==> src/rtl/dm_pkg.sv <==
// Shared definitions for the data-memory arbiter: default DM widths, the
// owner encoding of an issued command and the starvation counter width.
package dm_pkg;

    localparam int DMA_SIZE_DEF = 3;
    localparam int DMD_SIZE_DEF = 4;
    localparam int STARVE_CNT_W = 4;

    typedef enum logic {
        OWN_CORE = 1'b0,
        OWN_HOST = 1'b1
    } owner_e;

endpackage

==> src/rtl/dm_starve_ctr.sv <==
// Saturating up-counter counting consecutive host denials; clr takes
// precedence over inc and the count never passes limit.
module dm_starve_ctr
    import dm_pkg::*;
#(
    parameter int W = STARVE_CNT_W
) (
    input  logic         clk,
    input  logic         reset,
    input  logic         inc,
    input  logic         clr,
    input  logic [W-1:0] limit,
    output logic [W-1:0] cnt,
    output logic         at_limit
);

    always_ff @(posedge clk or posedge reset) begin
        if (reset) begin
            cnt <= '0;
        end else if (clr) begin
            cnt <= '0;
        end else if (inc && (cnt < limit)) begin
            cnt <= cnt + 1'b1;
        end
    end

    assign at_limit = (cnt == limit);

endmodule

==> src/rtl/dm_arbiter.sv <==
// Two-requester arbiter for the single DM port: core has priority, the host
// is guaranteed a slot after STARVE_MAX consecutive denials.
module dm_arbiter
    import dm_pkg::*;
#(
    parameter int DMA_SIZE   = DMA_SIZE_DEF,
    parameter int DMD_SIZE   = DMD_SIZE_DEF,
    parameter int STARVE_MAX = 4
) (
    input  logic                clk,
    input  logic                reset,
    input  logic                ps_dm_cslt,
    input  logic                ps_dm_wrb,
    input  logic [DMA_SIZE-1:0] dg_dm_add,
    input  logic [DMD_SIZE-1:0] bc_dt,
    output logic                core_stall,
    output logic                core_rvalid,
    input  logic                hst_req,
    input  logic                hst_wrb,
    input  logic [DMA_SIZE-1:0] hst_add,
    input  logic [DMD_SIZE-1:0] hst_wdata,
    output logic                hst_gnt,
    output logic                hst_rvalid,
    output logic [DMD_SIZE-1:0] hst_rdata,
    output logic                m_dm_cslt,
    output logic                m_dm_wrb,
    output logic [DMA_SIZE-1:0] m_dm_add,
    output logic [DMD_SIZE-1:0] m_bc_dt,
    input  logic [DMD_SIZE-1:0] dm_bc_dt
);

    localparam logic [STARVE_CNT_W-1:0] STARVE_LIMIT = STARVE_CNT_W'(STARVE_MAX);

    // Handshake: a host command (hst_req with wrb/add/wdata) is held stable
    // until the cycle hst_gnt=1, which is the cycle it is issued to DM; a core
    // command issues on any cycle with ps_dm_cslt=1 and core_stall=0, and is
    // otherwise held by the core. Read data returns one cycle after issue on
    // the matching rvalid; write data moves to DM one cycle after issue.
    logic                    host_win;
    logic                    at_limit;
    logic [STARVE_CNT_W-1:0] starve_cnt;

    logic                    wr_pend;
    owner_e                  wr_own;
    logic [DMD_SIZE-1:0]     wdata_q;
    logic                    rd_pend;
    owner_e                  rd_own;
    logic [DMD_SIZE-1:0]     hst_rdata_q;

    dm_starve_ctr #(.W(STARVE_CNT_W)) u_starve (
        .clk      (clk),
        .reset    (reset),
        .inc      (hst_req & ~host_win),
        .clr      (host_win | ~hst_req),
        .limit    (STARVE_LIMIT),
        .cnt      (starve_cnt),
        .at_limit (at_limit)
    );

    always_comb begin
        host_win   = hst_req & (~ps_dm_cslt | at_limit);
        hst_gnt    = host_win & ~reset;
        core_stall = hst_gnt & ps_dm_cslt;
        m_dm_cslt  = ~reset & (host_win | ps_dm_cslt);
        m_dm_wrb   = host_win ? hst_wrb : ps_dm_wrb;
        m_dm_add   = host_win ? hst_add : dg_dm_add;
        // Outside a host write phase the core data passes straight through.
        if (reset) begin
            m_bc_dt = '0;
        end else if (wr_pend && (wr_own == OWN_HOST)) begin
            m_bc_dt = wdata_q;
        end else begin
            m_bc_dt = bc_dt;
        end
    end

    assign hst_rvalid  = rd_pend & (rd_own == OWN_HOST);
    assign core_rvalid = rd_pend & (rd_own == OWN_CORE);
    assign hst_rdata   = hst_rvalid ? dm_bc_dt : hst_rdata_q;

    always_ff @(posedge clk or posedge reset) begin
        if (reset) begin
            wr_pend     <= 1'b0;
            wr_own      <= OWN_CORE;
            wdata_q     <= '0;
            rd_pend     <= 1'b0;
            rd_own      <= OWN_CORE;
            hst_rdata_q <= '0;
        end else begin
            wr_pend <= m_dm_cslt & m_dm_wrb;
            wr_own  <= host_win ? OWN_HOST : OWN_CORE;
            rd_pend <= m_dm_cslt & ~m_dm_wrb;
            rd_own  <= host_win ? OWN_HOST : OWN_CORE;
            if (host_win && hst_wrb) begin
                wdata_q <= hst_wdata;
            end
            if (hst_rvalid) begin
                hst_rdata_q <= dm_bc_dt;
            end
        end
    end

endmodule

==> config.mk <==
export PLATFORM = sky130hd
export DESIGN_NAME = dm_arbiter
export DESIGN_NICKNAME = d
export VERILOG_FILES = /design/src/rtl/dm_pkg.sv /design/src/rtl/dm_starve_ctr.sv /design/src/rtl/dm_arbiter.sv
export SDC_FILE = /design/constraint.sdc
export NUM_CORES = 1
export LEC_CHECK = 0
export ABC_AREA = 0
export BUFFER_PORTS_ARGS = -buffer_cell sky130_fd_sc_hd__buf_2
export CAP_MARGIN = 30
export CORE_MARGIN = 2
export CORE_UTILIZATION = 49
export CTS_BUF_LIST = sky130_fd_sc_hd__clkbuf_8
export CTS_CLUSTER_SIZE = 14
export DETAILED_ROUTE_END_ITERATION = 10
export HOLD_SLACK_MARGIN = 0.06
export PLACE_DENSITY_LB_ADDON = 0.3
export SYNTH_ARGS = -nofsm -noshare
export SYNTH_HDL_FRONTEND = slang
export SYNTH_HIERARCHICAL = 1
export SYNTH_SLANG_ARGS = --single-unit
export TNS_END_PERCENT = 30
==> constraint.sdc <==
create_clock -name clk -period 2.5 [get_ports clk]
set_input_delay 0.25 -clock clk [delete_from_list [all_inputs] [get_ports clk]]
set_output_delay 0.25 -clock clk [all_outputs]
set_load 0.02 [all_outputs]
==> flow_summary.ini, run 1 <==
[run_status]
outcome = finished, final reports clean

[pwr]
ir_drop_uv = 337
leakage_nw = 0.670
power_per_cell_area_nw_per_um2 = 536
total_power_mw = 0.669

[synthesis]
seq_area_frac_synth_pct = 38.9
syn_area_um2 = 966
synth_edf_count = 0
async_flop_share_pct = 100
ys_types = 32
synthFlopType = dfrtp_1
ys.warnings.count = 6
synthCells = 99
synth_seq_cells = 15
synth_area_per_cell_um2 = 9.76

[cells_and_area]
fillers = 176
area_delta_synth_final_pct = 29.3
final_cell_mix = 40 x buf_2, 15 x dfrtp_1, 11 x nand2_1
antenna_cells = 0
drive_gt1_share_pct = 45.8
layout_commonest_cell = buf_2
final_nets = 174

[clock_network]
htree_levels = 1
clockBufferDepth = 2
cts_made_buffers = 3
clock_latency_ns = 0.24
cts_resized = 0
postCtsSetupBuffers = 0
cts_tree = yes
root_buffer = clkbuf_8
cts.clk_slew.worst_paths_ns = 0.06
holdBufCountCts = 1
cts.sinks = 15

[drt]
route.met3.wl_um = 119
drt-vias-per-instance = 4.63
wl_met1_um = 857
topRoutingLayerUsed = met4
vias = 792
drt_iter0_drc = 7
wl_met2_um = 868
first_pass_iters = 2
wl_per_cell_um = 10.9
routed_wl_um = 1870
drc = 0
drtAntennaViolNets = 0

[grt]
grt_max_degree = 13
grt_pass1_wl_um = 3440
overflow = 0
grt_pass1_vias = 815
antenna_found_initial = 0
grtUsageTotal_pct = 18.9

[critical_path]
worstPathRequired_ns = 2.25
end_kind = output port
critPathSlowestCell = dfrtp_1
worstPathCellList = ha_1, nand2_1, nor2_1, nand2b_1, and3_1, a21o_2, buf_2
cpPeakStageDelay_ns = 0.42
path_class = reg2out
crit_path_max_fanout = 6
worstSetupStartpointType = flop
worstPathArrival_ns = 2.03

[job]
maxCapViolCount = 0

[die]
start_util_pct = 50.8
die_h_um = 48.4
die_area_um2 = 2340
fp.coreArea_um2 = 1900
pin_count = 41
die_x_um = 48.4
rows = 16

[hold_path]
hp-class = in2reg

[sta]
period_minus_slack_ns = 2.28
post-route-period-util_pct = 91.3
fin_worst_skew_ns = 0.00186
slew_violations = 0
finalHoldViolCount = 0
fmax_ghz = 0.438
rsz0062_at_grt = no
fin_tns_setup_ns = 0
setup_viol_count_final = 0

[placement]
port_buffers = 40
hpwl_um = 1550
place.gp.congestion = 0.775
cell type report:
type / instances / area, um^2 / area share [%]
Multi-Input combinational cell: 74 / 546 / 43.7
Sequential cell: 15 / 375 / 30.1
Timing Repair Buffer: 41 / 210 / 16.8
Clock buffer: 3 / 41.3 / 3.31
Inverter: 10 / 37.5 / 3.01
Tap cell: 27 / 33.8 / 2.71
Clock inverter: 1 / 5.00 / 0.401
sequential cells by signal (all words and copies together), names as in the netlist:
register,cells
hst_rdata_q,4
u_starve/cnt,4
wdata_q,4
rd_pend,1
wr_own,1
wr_pend,1
report_power, final:
group / switching, mW / total [mW] / internal [mW]
sequential: 0.0160 / 0.293 / 0.277
clock: 0.0802 / 0.190 / 0.110
combinational: 0.0989 / 0.186 / 0.0866
cell families after synthesis:
logic type | Yosys count | share of synthesized area [%]
flip-flops | 15 | 38.9
AND/OR/NAND/NOR | 41 | 22.7
adder cells (fa/ha/maj) | 5 | 6.48
other | 2 | 0.777
buffers and inverters | 12 | 5.44
AO/OA/AOI/OAI | 10 | 7.25
multiplexers | 14 | 18.5
path summary, 6_finish.rpt:
check	to	cells after the start	slack [ns]	from
worst max-delay path	m_dm_wrb	7	0.22	u_starve/cnt[1]$_DFFE_PP0P_
worst min-delay path	rd_pend$_DFF_PP0_	2	0.23	hst_wrb
worst max register to register	u_starve/cnt[3]$_DFFE_PP0P_	8	0.39	u_starve/cnt[2]$_DFFE_PP0P_
worst min register to register	hst_rdata_q[0]$_DFF_PP0_	1	0.50	hst_rdata_q[0]$_DFF_PP0_
max in group asynchronous	wdata_q[2]$_DFFE_PP0P_	3	1.56	reset
min in group asynchronous	u_starve/cnt[2]$_DFFE_PP0P_	3	0.55	reset
critical path, delay by kind of cell, from the launching register on:
kind / cells / cell delay [ns]
AO/OA/AOI/OAI: 1 / 0.14
adder cells (fa/ha/maj): 1 / 0.35
buffers and inverters: 1 / 0.15
AND/OR/NAND/NOR: 4 / 0.73
flip-flops: 1 / 0.42
per-layer routing:
metal  GRT usage, %  up-vias
met3           3.40        2
met4           7.14        0
li1               -      413
met1           24.1      345
met5              0        -
met2           32.2       32
synth_stat cells, types with 2 or more instances:
master,n,share of area [%]
dfrtp_1,15,39
nand2_1,11,4.3
inv_1,9,3.5
nor2_1,8,3.1
mux2_2,7,8.2
mux2_4,6,9.3
nand3_1,6,3.1
a21oi_1,5,2.6
ha_1,5,6.5
nand2b_1,3,1.9
conb_1,2,0.78
nor2b_1,2,1.3
per-stage QoR:
stage          utilization (%)  area [um^2]  hold slack, ns  worst slack (ns)  cells
3_3_place_gp              62.7         1190           0.245             0.472    166
4_1_cts                   65.7         1250           0.216             0.193    171
6_report                  65.7         1250           0.225             0.217    171
5_1_grt                   65.7         1250           0.227            0.0813    171
2_1_floorplan                -          973          0.0161             0.516    101
3_5_place_dp              62.7         1190           0.255             0.389    166
Power figures use the tool's default switching activity.
==> run 2, diff against run 1 <==
Settings changed: CORE_UTILIZATION 49 to 45, RECOVER_POWER set to 100, SYNTH_HIERARCHICAL 1 to unset.
Clock period 2.5 ns to 2.6 ns, I/O delays scaled along.
==> run 2 against run 1 <==
- via count shrank 14%
- sequential cell count is the same
- die area shrank 12%
- combinational power shrank 27%
- core utilization shrank 2.3 points
- critical path depth shrank 1
==> flow_summary.ini, run 2 <==
[placement]
pre_cts_slack_ns = 0.805
place.gp.congestion = 0.774
port_buffers = 40
hpwl_um = 1350

[pwr]
clkPwrFrac_pct = 31.2
p_switching_mw = 0.182
ir_drop_uv = 335
power_per_cell_area_nw_per_um2 = 613
total_power_mw = 0.606
combinationalPowerShare_pct = 22.5
leakage_nw = 0.496
sw_frac_of_total_pct = 30.1
internal_power_mw = 0.424
seqPwrFrac_pct = 46.3

[critical_path]
worstSetupStartpointType = flop
r2r_start = u_starve.cnt[0]$_DFFE_PP0P_
worstPathArrival_ns = 1.86
end_kind = output port
crit_buf_inv = 2
worstPathCellList = inv_1, ha_1, nand4b_1, nand2_1, mux2_2, clkbuf_1
rr_endpoint = wdata_q[1]$_DFFE_PP0P_
critPathTopFamily = flip-flops
cpPeakStageDelay_ns = 0.39
rrSetupSlack_ns = 0.93
worstPathRequired_ns = 2.34
critPathSlowestCell = dfrtp_1
reg2reg_depth = 5
path_class = reg2out
crit_path_max_fanout = 4

[grt]
grt_pass1_wl_um = 2570
overflow = 0
grt_max_degree = 16
antenna_found_initial = 0
grt_pass1_vias = 621
grtUsageTotal_pct = 17.6

[sta]
post-route-period-util_pct = 81.4
fin_worst_skew_ns = 0.00341
fmax_ghz = 0.473
slew-limit-headroom_pct = 63.0
fin_tns_setup_ns = 0
worst_hold_slack_ns = 0.155
timing.final.ws_setup_ns = 0.484
slew_violations = 0
setup_viol_count_final = 0
finalHoldViolCount = 0
rsz0062_at_grt = no
worst_pin_slew_ns = 0.554
period_minus_slack_ns = 2.12

[synthesis]
seq_area_frac_synth_pct = 48.7
yosysTopAreaCellShare_pct = 48.7
synth.most_common_cell = dfrtp_1
synth_area_leaders = dfrtp_1 49%, mux2_2 10%, mux2_4 7.8%, nand2_1 5.8%, a21oi_1 5.2%
ys.warnings.count = 0
ys_types = 17
synthTopCellsByCount = 15 x dfrtp_1, 12 x nand2_1, 8 x a21oi_1, 7 x mux2_2
syn_area_um2 = 771
synth_edf_count = 0
synth_seq_cells = 15
synthFlopType = dfrtp_1
synth_area_per_cell_um2 = 10.6
async_flop_share_pct = 100
yosysTopAreaCell = dfrtp_1
synthCells = 73
syn_nets = 99

[drt]
drt-vias-per-instance = 5.15
vias = 685
drtAntennaViolNets = 0
drt_iter0_drc = 17
drc = 0
first_pass_iters = 4
wl_per_cell_um = 13.2
routed_wl_um = 1750

[clock_network]
cts.sinks = 15
root_buffer = clkbuf_8
cts_tree = yes
clock_latency_ns = 0.25
htree_levels = 1
cts_resized = 0
clockBufferDepth = 2
postCtsSetupBuffers = 0
cts.clk_slew.worst_paths_ns = 0.06
holdBufCountCts = 0
cts_made_buffers = 3

[die]
start_util_pct = 49.4
rows = 14
fp.coreArea_um2 = 1560
die_h_um = 45.4
die_area_um2 = 2060
die_x_um = 45.4
pin_count = 41

[cells_and_area]
final_nets = 144
area_delta_synth_final_pct = 28.1
final_cell_mix = 22 x buf_2, 18 x clkbuf_1, 15 x dfrtp_1
fillers = 142
antenna_cells = 0
largestRegisters = hst_rdata_q x4, u_starve.cnt x4, wdata_q x4
drive_gt1_share_pct = 25.6
layout_commonest_cell = buf_2

[job]
maxCapViolCount = 0

[hold_path]
hp-class = in2async

[run_status]
outcome = finished, final reports clean
==> run 2: changes by cell type after synthesis, moves of 2 or more <==
cell	delta
nor2_1	-5
inv_1	-4
a21oi_1	+3
ha_1	-3
conb_1	-2
mux2_4	-2
nand2b_1	-2
o21ai_0	+2
==> run 2: area by class of cell <==
type / instances / area, um^2 / share of cell area, %
Clock buffer: 3 / 41.3 / 4.18
Clock inverter: 1 / 5.00 / 0.507
Inverter: 5 / 18.8 / 1.90
Multi-Input combinational cell: 53 / 349 / 35.4
Sequential cell: 15 / 375 / 38.0
Tap cell: 16 / 20.0 / 2.03
Timing Repair Buffer: 40 / 178 / 18.0
==> run 2: worst max-delay path by stage <==
| stage | start | to | slack, ns | cells after the start |
|---|---|---|---|---|
| final | u_starve.cnt[0]$_DFFE_PP0P_ | m_dm_add[1] | 0.48 | 6 |
| after global routing | u_starve.cnt[0]$_DFFE_PP0P_ | m_dm_add[1] | 0.36 | 6 |
| after CTS | u_starve.cnt[0]$_DFFE_PP0P_ | m_dm_add[1] | 0.54 | 6 |
| after detailed placement | u_starve.cnt[0]$_DFFE_PP0P_ | m_dm_add[1] | 0.80 | 6 |
| after floorplan | u_starve.cnt[0]$_DFFE_PP0P_ | core_stall | 0.85 | 5 |
| after global placement | u_starve.cnt[0]$_DFFE_PP0P_ | m_dm_add[2] | 0.88 | 6 |
==> run 2: power groups by stage <==
stage	combinational, mW	sequential, mW	clock [mW]
floorplan	0.105	0.280	0
global placement	0.153	0.283	0
detailed placement	0.159	0.285	0
CTS	0.159	0.281	0.192
global route	0.150	0.284	0.203
finish	0.136	0.280	0.189
==> run 2: layer usage <==
layer | vias up | part of all wire [%] | global-route usage (%)
met5 | - | 0 | 0
li1 | 336 | - | -
met4 | 0 | 0 | 7.65
met2 | 33 | 49 | 29.9
met3 | 0 | 6.6 | 3.57
met1 | 316 | 44 | 21.4
==> run 2: cell families after synthesis <==
| kind of cell | Yosys count | share of synthesized area [%] |
|---|---|---|
| AO/OA/AOI/OAI | 13 | 10.2 |
| adder cells (fa/ha/maj) | 2 | 3.25 |
| flip-flops | 15 | 48.7 |
| AND/OR/NAND/NOR | 27 | 17.4 |
| multiplexers | 11 | 18.0 |
| buffers and inverters | 5 | 2.44 |
==> run 2: through the flow <==
step / cell area (um^2) / util, % / instances
global route: 987 / 63.3 / 133
detailed placement: 991 / 63.6 / 129
global placement: 991 / 63.6 / 129
finish: 987 / 63.3 / 133
floorplan: 771 / - / 73
CTS: 1040 / 66.5 / 133
==> run 2: worst reg2reg max path: cells and delay by family, from the launching register on <==
kind / cells / cell delay, ns
DFF: 1 / 0.39
muxes: 1 / 0.34
AOI/OAI and AO/OA: 1 / 0.31
adders and majority gates: 1 / 0.21
and+or+nand+nor: 1 / 0.20
buffers and inverters: 1 / 0.09
